[src/rtl/decode_sel_stage.sv]
// Fetch->decode stage: 2-entry skid buffer with opcode -> imm_sel decode for immGen.
// Optional ILLEGAL_OPCODE_EN adds out_illegal, flagging opcodes outside the supported set.
module decode_sel_stage #(
  parameter int unsigned XLEN  = 32,
  parameter int unsigned SEL_W = 5
) (
  input  logic             clk,
  input  logic             rst,
  input  logic             in_valid,
  output logic             in_ready,
  input  logic [XLEN-1:0]  in_pc,
  input  logic [XLEN-1:0]  in_inst,
  input  logic             flush,
  output logic             out_valid,
  input  logic             out_ready,
  output logic [XLEN-1:0]  out_pc,
  output logic [XLEN-1:0]  out_inst,
  output logic [SEL_W-1:0] out_imm_sel
`ifdef ILLEGAL_OPCODE_EN
  ,
  output logic             out_illegal
`endif
);

  localparam logic [SEL_W-1:0] SelR     = SEL_W'(0);
  localparam logic [SEL_W-1:0] SelS     = SEL_W'(1);
  localparam logic [SEL_W-1:0] SelB     = SEL_W'(2);
  localparam logic [SEL_W-1:0] SelU     = SEL_W'(3);
  localparam logic [SEL_W-1:0] SelJ     = SEL_W'(4);
  localparam logic [SEL_W-1:0] SelI     = SEL_W'(5);
  localparam logic [SEL_W-1:0] SelIStar = SEL_W'(6);

  localparam logic [XLEN-1:0] Nop = XLEN'(32'h0000_0013);

  typedef struct packed {
    logic [XLEN-1:0]  pc;
    logic [XLEN-1:0]  inst;
    logic [SEL_W-1:0] sel;
  } entry_t;

  localparam entry_t EntryRst = '{pc: '0, inst: Nop, sel: SelI};

  entry_t head_q, skid_q, in_entry, head_d;
  logic   head_valid_q, head_valid_d;
  logic   skid_valid_q, skid_valid_d;
  logic   head_we, head_from_skid, skid_we;
  logic   accept, consume;
  logic [SEL_W-1:0] in_sel;

`ifdef ILLEGAL_OPCODE_EN
  logic in_illegal, head_ill_q, skid_ill_q, head_ill_d;
`endif

  // Opcode decode on the incoming word, before it is registered.
  always_comb begin
    in_sel = SelR;
`ifdef ILLEGAL_OPCODE_EN
    in_illegal = 1'b0;
`endif
    case (in_inst[6:0])
      7'b0110011: in_sel = SelR;
      7'b0100011: in_sel = SelS;
      7'b1100011: in_sel = SelB;
      7'b0110111,
      7'b0010111: in_sel = SelU;
      7'b1101111: in_sel = SelJ;
      7'b0000011,
      7'b1100111,
      7'b1110011: in_sel = SelI;
      7'b0010011: begin
        if (in_inst[14:12] == 3'b001 || in_inst[14:12] == 3'b101) begin
          in_sel = SelIStar;
        end else begin
          in_sel = SelI;
        end
      end
      default: begin
        in_sel = SelR;
`ifdef ILLEGAL_OPCODE_EN
        in_illegal = 1'b1;
`endif
      end
    endcase
  end

  assign in_entry = '{pc: in_pc, inst: in_inst, sel: in_sel};

  assign in_ready = ~skid_valid_q;
  assign accept   = in_valid & in_ready;
  assign consume  = head_valid_q & out_ready;

  always_comb begin
    head_valid_d   = head_valid_q;
    skid_valid_d   = skid_valid_q;
    head_we        = 1'b0;
    head_from_skid = 1'b0;
    skid_we        = 1'b0;
    if (flush) begin
      // Redirect: drop everything, including a same-cycle accept.
      head_valid_d = 1'b0;
      skid_valid_d = 1'b0;
    end else if (!head_valid_q) begin
      if (accept) begin
        head_valid_d = 1'b1;
        head_we      = 1'b1;
      end
    end else if (consume) begin
      if (skid_valid_q) begin
        head_we        = 1'b1;
        head_from_skid = 1'b1;
        skid_valid_d   = accept;
        skid_we        = accept;
      end else if (accept) begin
        head_we = 1'b1;
      end else begin
        head_valid_d = 1'b0;
      end
    end else if (accept) begin
      skid_we      = 1'b1;
      skid_valid_d = 1'b1;
    end
  end

  assign head_d = head_from_skid ? skid_q : in_entry;
`ifdef ILLEGAL_OPCODE_EN
  assign head_ill_d = head_from_skid ? skid_ill_q : in_illegal;
`endif

  always_ff @(posedge clk or posedge rst) begin
    if (rst) begin
      head_q       <= EntryRst;
      skid_q       <= EntryRst;
      head_valid_q <= 1'b0;
      skid_valid_q <= 1'b0;
    end else begin
      head_valid_q <= head_valid_d;
      skid_valid_q <= skid_valid_d;
      if (head_we) head_q <= head_d;
      if (skid_we) skid_q <= in_entry;
    end
  end

`ifdef ILLEGAL_OPCODE_EN
  always_ff @(posedge clk or posedge rst) begin
    if (rst) begin
      head_ill_q <= 1'b0;
      skid_ill_q <= 1'b0;
    end else begin
      if (head_we) head_ill_q <= head_ill_d;
      if (skid_we) skid_ill_q <= in_illegal;
    end
  end

  assign out_illegal = head_ill_q;
`endif

  assign out_valid   = head_valid_q;
  assign out_pc      = head_q.pc;
  assign out_inst    = head_q.inst;
  assign out_imm_sel = head_q.sel;

endmodule
[config.mk]
export PLATFORM = sky130hd
export DESIGN_NAME = decode_sel_stage
export DESIGN_NICKNAME = d
export VERILOG_FILES = /design/src/rtl/decode_sel_stage.sv
export SDC_FILE = /design/constraint.sdc
export NUM_CORES = 1
export LEC_CHECK = 0
export BUFFER_PORTS_ARGS = -buffer_cell sky130_fd_sc_hd__buf_2
export CORE_ASPECT_RATIO = 1.75
export CORE_UTILIZATION = 50
export DETAILED_ROUTE_END_ITERATION = 12
export MAX_ROUTING_LAYER = met4
export PLACE_DENSITY = 0.76
export SLEW_MARGIN = 20
export SYNTH_ARGS = -nofsm -noshare
export SYNTH_HDL_FRONTEND = slang
export SYNTH_SLANG_ARGS = --single-unit
[constraint.sdc]
create_clock -name clk -period 10.4 [get_ports clk]
set_clock_uncertainty 0.2 [all_clocks]
set_input_delay 1.04 -clock clk [delete_from_list [all_inputs] [get_ports clk]]
set_output_delay 1.04 -clock clk [all_outputs]
set_load 0.005 [all_outputs]
==> results of run 1 <==
metrics by stage:
step | instance area [µm²] | hold WS (ns) | worst slack, ns
2_1_floorplan | 5752 | 0.2386 | 5.537
3_3_place_gp | 6476 | 0.2480 | 7.078
3_5_place_dp | 6480 | 0.2516 | 6.978
4_1_cts | 7084 | 0.2624 | 7.403
5_1_grt | 7089 | 0.2695 | 7.190
6_report | 7089 | 0.2634 | 7.394
metal layers:
layer,vias up,wire length (µm),track usage (%)
met5,-,0,-
met4,0,361,11.89
met3,28,682,5.227
met2,183,7467,43.49
met1,2454,5683,28.97
li1,2421,-,-
layout make-up:
class	instances	area, µm²	area share [%]
Timing Repair Buffer	143	730.7	10.31
Clock inverter	15	178.9	2.524
Clock buffer	17	425.4	6.001
Tap cell	132	165.2	2.330
Antenna cell	2	5.005	0.07060
Multi-Input combinational cell	496	2145	30.25
Sequential cell	136	3416	48.18
Inverter	5	23.77	0.3353
tightest hold or removal path, delay by kind of cell (launching register included):
family / cells / cell delay [ns]
flip-flops: 1 / 0.37
AND/OR/NAND/NOR: 2 / 0.10
cell usage in the layout, fill, tap and decap left out, types with 4 or more instances in the layout:
cell type,Yosys,routed
a21oi_1,4,4
a31oi_1,66,66
buf_2,11,137
buf_4,2,6
clkbuf_16,0,17
clkinvlp_4,0,7
dfrtp_1,126,126
dfstp_2,10,10
nand2_1,327,327
nand3_1,4,4
nor2_1,69,69
o21ai_0,6,6
how the worst max path moves through the flow:
| stage | from | end | slack [ns] | depth (start not counted) |
|---|---|---|---|---|
| global route | out_ready | out_pc[11]$_DFFE_PP0P_ | 7.19 | 7 |
| CTS | out_ready | out_pc[11]$_DFFE_PP0P_ | 7.40 | 7 |
| detailed placement | out_ready | out_pc[11]$_DFFE_PP0P_ | 6.98 | 7 |
| global placement | out_ready | out_inst[23]$_DFFE_PP0P_ | 7.08 | 7 |
| floorplan | rst | out_imm_sel[1]$_DFFE_PP0P_ | 5.54 | 1 |
| finish | out_ready | out_inst[18]$_DFFE_PP0P_ | 7.39 | 7 |
flip-flops by register name, indices dropped and copies added (netlist names):
| name | cells |
|---|---|
| skid_q | 67 |
| out_inst | 32 |
| out_pc | 32 |
| out_imm_sel | 3 |
| out_valid | 1 |
| skid_valid_q | 1 |
power by group through the flow:
stage                     sequential (µW)  combinational [µW]  clock (µW)
after CTS                             709                 229         618
final                                 709                 225         608
after global routing                  722                 257         643
after global placement                712                 217           0
after floorplan                       709                 125           0
after detailed placement              716                 227           0
logic make-up after synthesis:
kind of cell / after synthesis / synth area share (%)
AOI/OAI and AO/OA: 83 / 9.295
and+or+nand+nor: 411 / 27.56
DFF: 136 / 59.43
other: 1 / 0.06524
buffers and inverters: 50 / 3.657
==> flow_summary.yaml, run 1 <==
power_and_ir_drop:
  p_switching_uw: 418.7
  p_leak_uw: 0.003533
  power_frac_clock_pct: 39.4
  vdd_drop_max_uv: 162.4
  swShare_pct: 27.15
  internal_power_uw: 1124
  p_comb_share_pct: 14.6
  finalPower_uw: 1542
  seq_power_share_pct: 46.0
  power.density_nw_per_um2: 217.6
yosys:
  synth-seq-cells: 136
  synth_area_leader_cell: "dfrtp_1"
  ys_warn_count: 0
  synthArstFlopShare_pct: 100.0
  netlist.area_leader.share_pct: 54.85
  synth.distinct_cells: 28
  synthTopCellsByArea: "dfrtp_1, nand2_1, a31oi_1"
  syn-instance-count: 681
  yosysMostFrequentCell: "nand2_1"
  synthesis.area_um2: 5748
  synthFlopType: "dfrtp_1"
  seq_area_frac_synth_pct: 59.43
  avgSynthCellArea_um2: 8.441
  synth_common_cells: "nand2_1, dfrtp_1, nor2_1, a31oi_1, clkbuf_1"
  synth-edff-count: 0
global_routing:
  track_usage_pct: 25.55
  grt-ovfl-total: 0
  grt_pass1_wl_um: 23060
  grt_pass1_vias: 4767
  grt_max_degree: 72
  antenna_found_initial: 2
timing:
  fin_crit_sh_pct: 28.90
  setup_viol: 0
  finalSetupTns_ns: 0
  fmax_mhz: 332.7
  rsz0062_at_grt: "no"
  hold_viol_final: 0
  timing.final.crit_period_ns: 3.006
  drv_slew: 0
  worst_pin_slew_ns: 0.8788
  maxSlewHeadroom_pct: 41.42
routing:
  ant_nets: 0
  vias: 5086
  drt_first_pass_iters: 6
  remaining_drc_errors: 0
  postRouteWirelength_um: 14190
  avgViaCountPerCell: 5.376
  routedWlPerCell_um: 15.00
  drt-initial-drc-count: 414
critical_path:
  crit_chain: "buf_2 > inv_2 > a2111oi_4 > buf_4 > buf_4 > nor2_1 > a31oi_1"
  crit_path_end_kind: "flip-flop"
  regToRegEndpoint: "out_inst[18]$_DFFE_PP0P_"
  reg2reg_from: "out_valid$_DFF_PP0_"
  regToRegSetupSlack_ns: 7.78
  max_stage_delay_ns: 0.62
  path_common_cell: "buf_4"
  rr_worst_depth: 6
  timing.critical_path.buf_inv: 4
  crit_path_max_fanout: 68
  arrival_ns: 3.13
  crit_type: "in -> reg"
  cp_slowest_cell: "buf_4"
  cp.required_ns: 10.52
  critPathLaunchType: "input port"
  crit_family: "buffers and inverters"
job:
  max_cap_violations: 0
floorplanning:
  dieHeight_um: 143.8
  core_area_um2: 11170
  num_io_pins: 140
  die_w_um: 83.05
  dieArea_um2: 11950
  rows: 51
  initial_core_util_pct: 51.47
cells_and_area:
  drive_gt1_share_pct: 23.65
  nets: 868
  fin_util_pct: 63.48
  instances_no_fill: 946
  areaGrowthSynthToFinish_pct: 23.33
  fill_cells: 937
clock_tree:
  hold_buffers: 0
  post_cts_resized: 0
  h-tree-depth: 4
  post-cts-setup-buffer-count: 0
  clkLatencyLatePin_ns: 0.41
  cts_tree: "yes"
  cts.sinks: 136
  clkTransAtPathRegs_ns: 0.06
  clock_path_buffers: 2
  cts_buffers: 17
  cts_root_buf: "clkbuf_16"
worst_hold_path:
  holdCritPathClass: "reg -> reg"
  hold_depth: 2
  hp-start: "skid_q[9]$_DFFE_PP1P_"
  hold_end: "skid_q[9]$_DFFE_PP1P_"
place:
  portBuffers: 137
  dp_hpwl_um: 8811
  dpl.cell_count: 912
  globalplace.congestion: 0.7649
run_status:
  status: "finished, final reports clean"
No activity file was read; power rests on OpenSTA's default activity.
==> run 2: changes to the inputs <==
clock period = 3 ns   (was 10.4 ns; I/O delays follow)
==> flow_summary.yaml, run 2 (same netlist as run 1, synthesis figures left out) <==
run_status:
  status: "finished, final reports clean"
place:
  dp_slack_ns: 0.4884
  dpl-instance-area_um2: 6550
  portBuffers: 137
  globalplace.congestion: 0.7769
  dp_hpwl_um: 9005
floorplanning:
  die_w_um: 83.05
  num_io_pins: 140
  core_area_um2: 11170
  initial_core_util_pct: 51.47
  dieHeight_um: 143.8
  rows: 51
  dieArea_um2: 11950
timing:
  drv_slew: 0
  finalSetupTns_ns: 0
  hold_viol_final: 0
  rsz0062_at_grt: "no"
  fmax_mhz: 376.3
  maxSlewHeadroom_pct: 28.16
  worst_pin_slew_ns: 1.078
  fin_crit_sh_pct: 88.59
  setup_viol: 0
  layout_setup_ws_ns: 0.3424
  timing.final.crit_period_ns: 2.658
cells_and_area:
  layout_common_cells: "nand2_1, buf_2, dfrtp_1"
  final_common_cell: "nand2_1"
  areaGrowthSynthToFinish_pct: 36.98
  diodes: 0
  largest_register_ffs: 67
  top_register: "skid_q"
  nets: 940
  fill_cells: 813
  design_area_um2: 7874
  fin_util_pct: 70.51
  drive_gt1_share_pct: 22.08
routing:
  avgViaCountPerCell: 5.296
  routedWlPerCell_um: 14.78
  postRouteWirelength_um: 15000
  drt_first_pass_iters: 5
  vias: 5375
  drt-initial-drc-count: 343
  ant_nets: 0
  remaining_drc_errors: 0
critical_path:
  arrival_ns: 2.76
  regToRegEndpoint: "skid_q[39]$_DFFE_PP0P_"
  rr_worst_depth: 6
  regToRegSetupSlack_ns: 0.47
  critPathLaunchType: "input port"
  crit_path_end_kind: "flip-flop"
  reg2reg_from: "skid_valid_q$_DFFE_PP0P_"
  crit_type: "in -> reg"
  crit_path_max_fanout: 56
  cp.required_ns: 3.10
power_and_ir_drop:
  vdd_drop_max_uv: 483.5
  p_switching_uw: 1437
  internal_power_uw: 4171
  power_frac_clock_pct: 40.8
  p_comb_share_pct: 15.3
  swShare_pct: 25.63
  seq_power_share_pct: 43.9
  power.density_nw_per_um2: 712.3
  p_leak_uw: 0.003883
global_routing:
  antenna_found_initial: 0
  track_usage_pct: 27.76
  grt_pass1_wl_um: 25340
  grt-ovfl-total: 0
  grt_pass1_vias: 5497
  grt_max_degree: 135
clock_tree:
  cts_tree: "yes"
  clkLatencyLatePin_ns: 0.42
  clock_path_buffers: 2
  cts_buffers: 17
  cts_root_buf: "clkbuf_16"
  h-tree-depth: 4
  cts.sinks: 136
  post_cts_resized: 0
  clkTransAtPathRegs_ns: 0.06
job:
  max_cap_violations: 0
worst_hold_path:
  hold_end: "out_valid$_DFF_PP0_"
  hold_depth: 3
  holdCritPathClass: "in -> reg"
  hp-start: "in_valid"
run 2: cell type report:
| class | instances | area [µm²] | area share, % |
|---|---|---|---|
| repair buffers | 215 | 1476 | 18.75 |
| multi-input cells | 496 | 2141 | 27.19 |
| clock buffers | 20 | 456.7 | 5.800 |
| clock inverters | 11 | 196.4 | 2.495 |
| inverters | 5 | 22.52 | 0.2860 |
| well taps | 132 | 165.2 | 2.098 |
| flip-flops and latches | 136 | 3416 | 43.38 |
run 2: per-stage QoR:
stage	power, µW	hold WS [ns]	cells
finish	5608	0.09446	1015
global route	5879	0.1097	1015
CTS	5634	0.09390	1015
detailed placement	3274	0.2478	917
global placement	3218	0.2488	917
floorplan	2891	0.1631	682
run 2: per-layer routing:
layer / wire [µm] / share of wire (%) / track usage [%] / vias up
li1: - / - / - / 2564
met3: 641 / 4.3 / 6.031 / 43
met1: 5743 / 38 / 30.05 / 2584
met4: 486 / 3.2 / 13.70 / 0
met5: 0 / 0 / - / -
met2: 8132 / 54 / 48.19 / 184
run 2: worst max-delay path by stage:
stage / slack (ns) / start / end
3_5_place_dp: 0.49 / skid_valid_q$_DFFE_PP0P_ / skid_q[32]$_DFFE_PP0P_
5_1_grt: 0.24 / flush / skid_q[39]$_DFFE_PP0P_
2_1_floorplan: 0.82 / rst / out_imm_sel[1]$_DFFE_PP0P_
4_1_cts: 0.41 / flush / skid_q[39]$_DFFE_PP0P_
6_report: 0.34 / flush / skid_q[39]$_DFFE_PP0P_
3_3_place_gp: 0.60 / skid_valid_q$_DFFE_PP0P_ / skid_q[25]$_DFFE_PP0P_
run 2: power by group through the flow:
stage / logic [µW] / registers [µW] / clock network (µW)
finish: 860 / 2460 / 2290
CTS: 864 / 2460 / 2310
floorplan: 432 / 2460 / 0
global placement: 755 / 2460 / 0
global route: 986 / 2510 / 2390
detailed placement: 789 / 2490 / 0
run 2: worst max-delay path: stages:
cell           delay (ns)
dlygate4sd3_1        0.56
buf_2                0.17
nand2b_1             0.25
or3_2                0.91
buf_4                0.38
nand2_1              0.09
nand2_1              0.06
run 2: repair_timing:
item	in CTS	in global routing
setup buffers	0	0
hold buffers	67	0
hold endpoints to repair	161	0
==> run 3: changes to the inputs <==
PLACE_DENSITY = unset   (was 0.76)
PLACE_DENSITY_LB_ADDON = 0.15   (was unset)
==> flow_summary.yaml, run 3 (same netlist as run 1, synthesis figures left out) <==
clock_tree:
  cts_tree: "yes"
  cts_buffers: 17
  cts_root_buf: "clkbuf_16"
  clkLatencyLatePin_ns: 0.41
  clock_path_buffers: 2
  post_cts_resized: 0
  hold_buffers: 67
  h-tree-depth: 4
  post-cts-setup-buffer-count: 0
  clkTransAtPathRegs_ns: 0.05
  cts.sinks: 136
routing:
  ant_nets: 0
  routedWlPerCell_um: 14.01
  postRouteWirelength_um: 14230
  avgViaCountPerCell: 5.118
  vias: 5200
  remaining_drc_errors: 0
  drt-initial-drc-count: 363
  drt_first_pass_iters: 4
timing:
  rsz0062_at_grt: "no"
  fmax_mhz: 400.1
  fin_crit_sh_pct: 83.30
  timing.final.crit_period_ns: 2.499
  drv_slew: 0
  worst_pin_slew_ns: 0.7900
  finalSetupTns_ns: 0
  maxSlewHeadroom_pct: 47.33
  hold_viol_final: 0
  setup_viol: 0
power_and_ir_drop:
  p_switching_uw: 1380
  p_leak_uw: 0.003859
  vdd_drop_max_uv: 487.7
  power.density_nw_per_um2: 680.1
  swShare_pct: 25.92
  power_frac_clock_pct: 37.8
  internal_power_uw: 3942
  p_comb_share_pct: 16.1
  seq_power_share_pct: 46.2
critical_path:
  critPathLaunchType: "input port"
  regToRegSetupSlack_ns: 0.57
  crit_path_end: "skid_q[48]$_DFFE_PP0P_"
  cp_slowest_cell: "or3_2"
  cp.required_ns: 3.09
  reg2reg_from: "skid_valid_q$_DFFE_PP0P_"
  crit_chain: "dlygate4sd3_1 > buf_2 > nand2b_1 > or3_2 > buf_4 > nand2_1 > nand2_1"
  max_stage_delay_ns: 0.76
  regToRegEndpoint: "skid_q[48]$_DFFE_PP0P_"
  path_common_cell: "nand2_1"
  crit_path_end_kind: "flip-flop"
  crit_type: "in -> reg"
  crit_path_max_fanout: 39
  rr_worst_depth: 6
  arrival_ns: 2.59
  startpoint: "flush"
cells_and_area:
  design_area_um2: 7824
  nets: 940
  areaGrowthSynthToFinish_pct: 36.11
  largest_register_ffs: 67
  drive_gt1_share_pct: 21.95
  final_common_cell: "nand2_1"
  diodes: 0
  top_register: "skid_q"
  layout_common_cells: "nand2_1, buf_2, dfrtp_1"
global_routing:
  grt_max_degree: 137
  grt-ovfl-total: 0
  antenna_found_initial: 0
  grt_pass1_wl_um: 23470
  grt_pass1_vias: 4990
  track_usage_pct: 25.51
floorplanning:
  rows: 51
  initial_core_util_pct: 51.47
  num_io_pins: 140
  dieArea_um2: 11950
  die_w_um: 83.05
  core_area_um2: 11170
  dieHeight_um: 143.8
job:
  max_cap_violations: 0
place:
  dpl-instance-area_um2: 6575
  globalplace.congestion: 0.8139
  dp_hpwl_um: 8407
  portBuffers: 137
run_status:
  status: "finished, final reports clean"
worst_hold_path:
  holdCritPathClass: "in -> reg"
[run 3: cell count changes in the layout (fill, tap and decap cells not counted), sizes merged]
cell    previous run  this run
bufinv             5         2
clkbuf            20        23
clkinv             4         5
[run 3: metrics by stage]
| step | instances | setup WS, ns | power (µW) | hold WS (ns) | utilization (%) |
|---|---|---|---|---|---|
| CTS | 1016 | 0.5157 | 5368 | 0.04039 | 70.06 |
| floorplan | 682 | 0.8150 | 2891 | 0.1631 | - |
| detailed placement | 917 | 0.5975 | 3270 | 0.2525 | 58.88 |
| global placement | 917 | 0.6948 | 3225 | 0.2494 | 58.88 |
| global route | 1016 | 0.4027 | 5603 | 0.1043 | 70.06 |
| finish | 1016 | 0.5009 | 5321 | 0.07977 | 70.06 |
[run 3: per-layer routing]
metal,up-vias,global-route usage (%),share of wire [%]
met1,2477,30.67,41
met5,-,-,0
met2,134,42.41,52
met3,26,6.031,4.5
met4,0,8.530,2.2
li1,2563,-,-
[run 3: worst min path at each step]
stage	slack [ns]	from	cells past startpoint	to
after CTS	0.04	in_valid	3	skid_valid_q$_DFFE_PP0P_
final	0.08	in_valid	3	skid_valid_q$_DFFE_PP0P_
after detailed placement	0.25	skid_q[6]$_DFFE_PP1P_	2	skid_q[6]$_DFFE_PP1P_
after global placement	0.25	skid_q[6]$_DFFE_PP1P_	2	skid_q[6]$_DFFE_PP1P_
after global routing	0.10	in_valid	3	skid_valid_q$_DFFE_PP0P_
after floorplan	0.16	flush	1	out_valid$_DFF_PP0_
[run 3: area by class of cell]
| type | instances | area (µm²) |
|---|---|---|
| flip-flops and latches | 136 | 3416 |
| fillers | 897 | 3343 |
| clock inverters | 9 | 100.1 |
| multi-input cells | 496 | 2141 |
| repair buffers | 215 | 1501 |
| inverters | 5 | 22.52 |
| clock buffers | 23 | 478.0 |
| well taps | 132 | 165.2 |
[run 3: power by group through the flow]
| stage | logic [µW] | clock network [µW] | registers, µW |
|---|---|---|---|
| 2_1_floorplan | 432 | 0 | 2460 |
| 3_3_place_gp | 761 | 0 | 2460 |
| 3_5_place_dp | 792 | 0 | 2480 |
| 4_1_cts | 863 | 2050 | 2450 |
| 5_1_grt | 977 | 2120 | 2500 |
| 6_report | 855 | 2010 | 2460 |
[run 3: worst max-delay path, delay by kind of cell]
family        cells  cell delay (ns)
buf+inv           3             1.06
simple gates      4             1.20
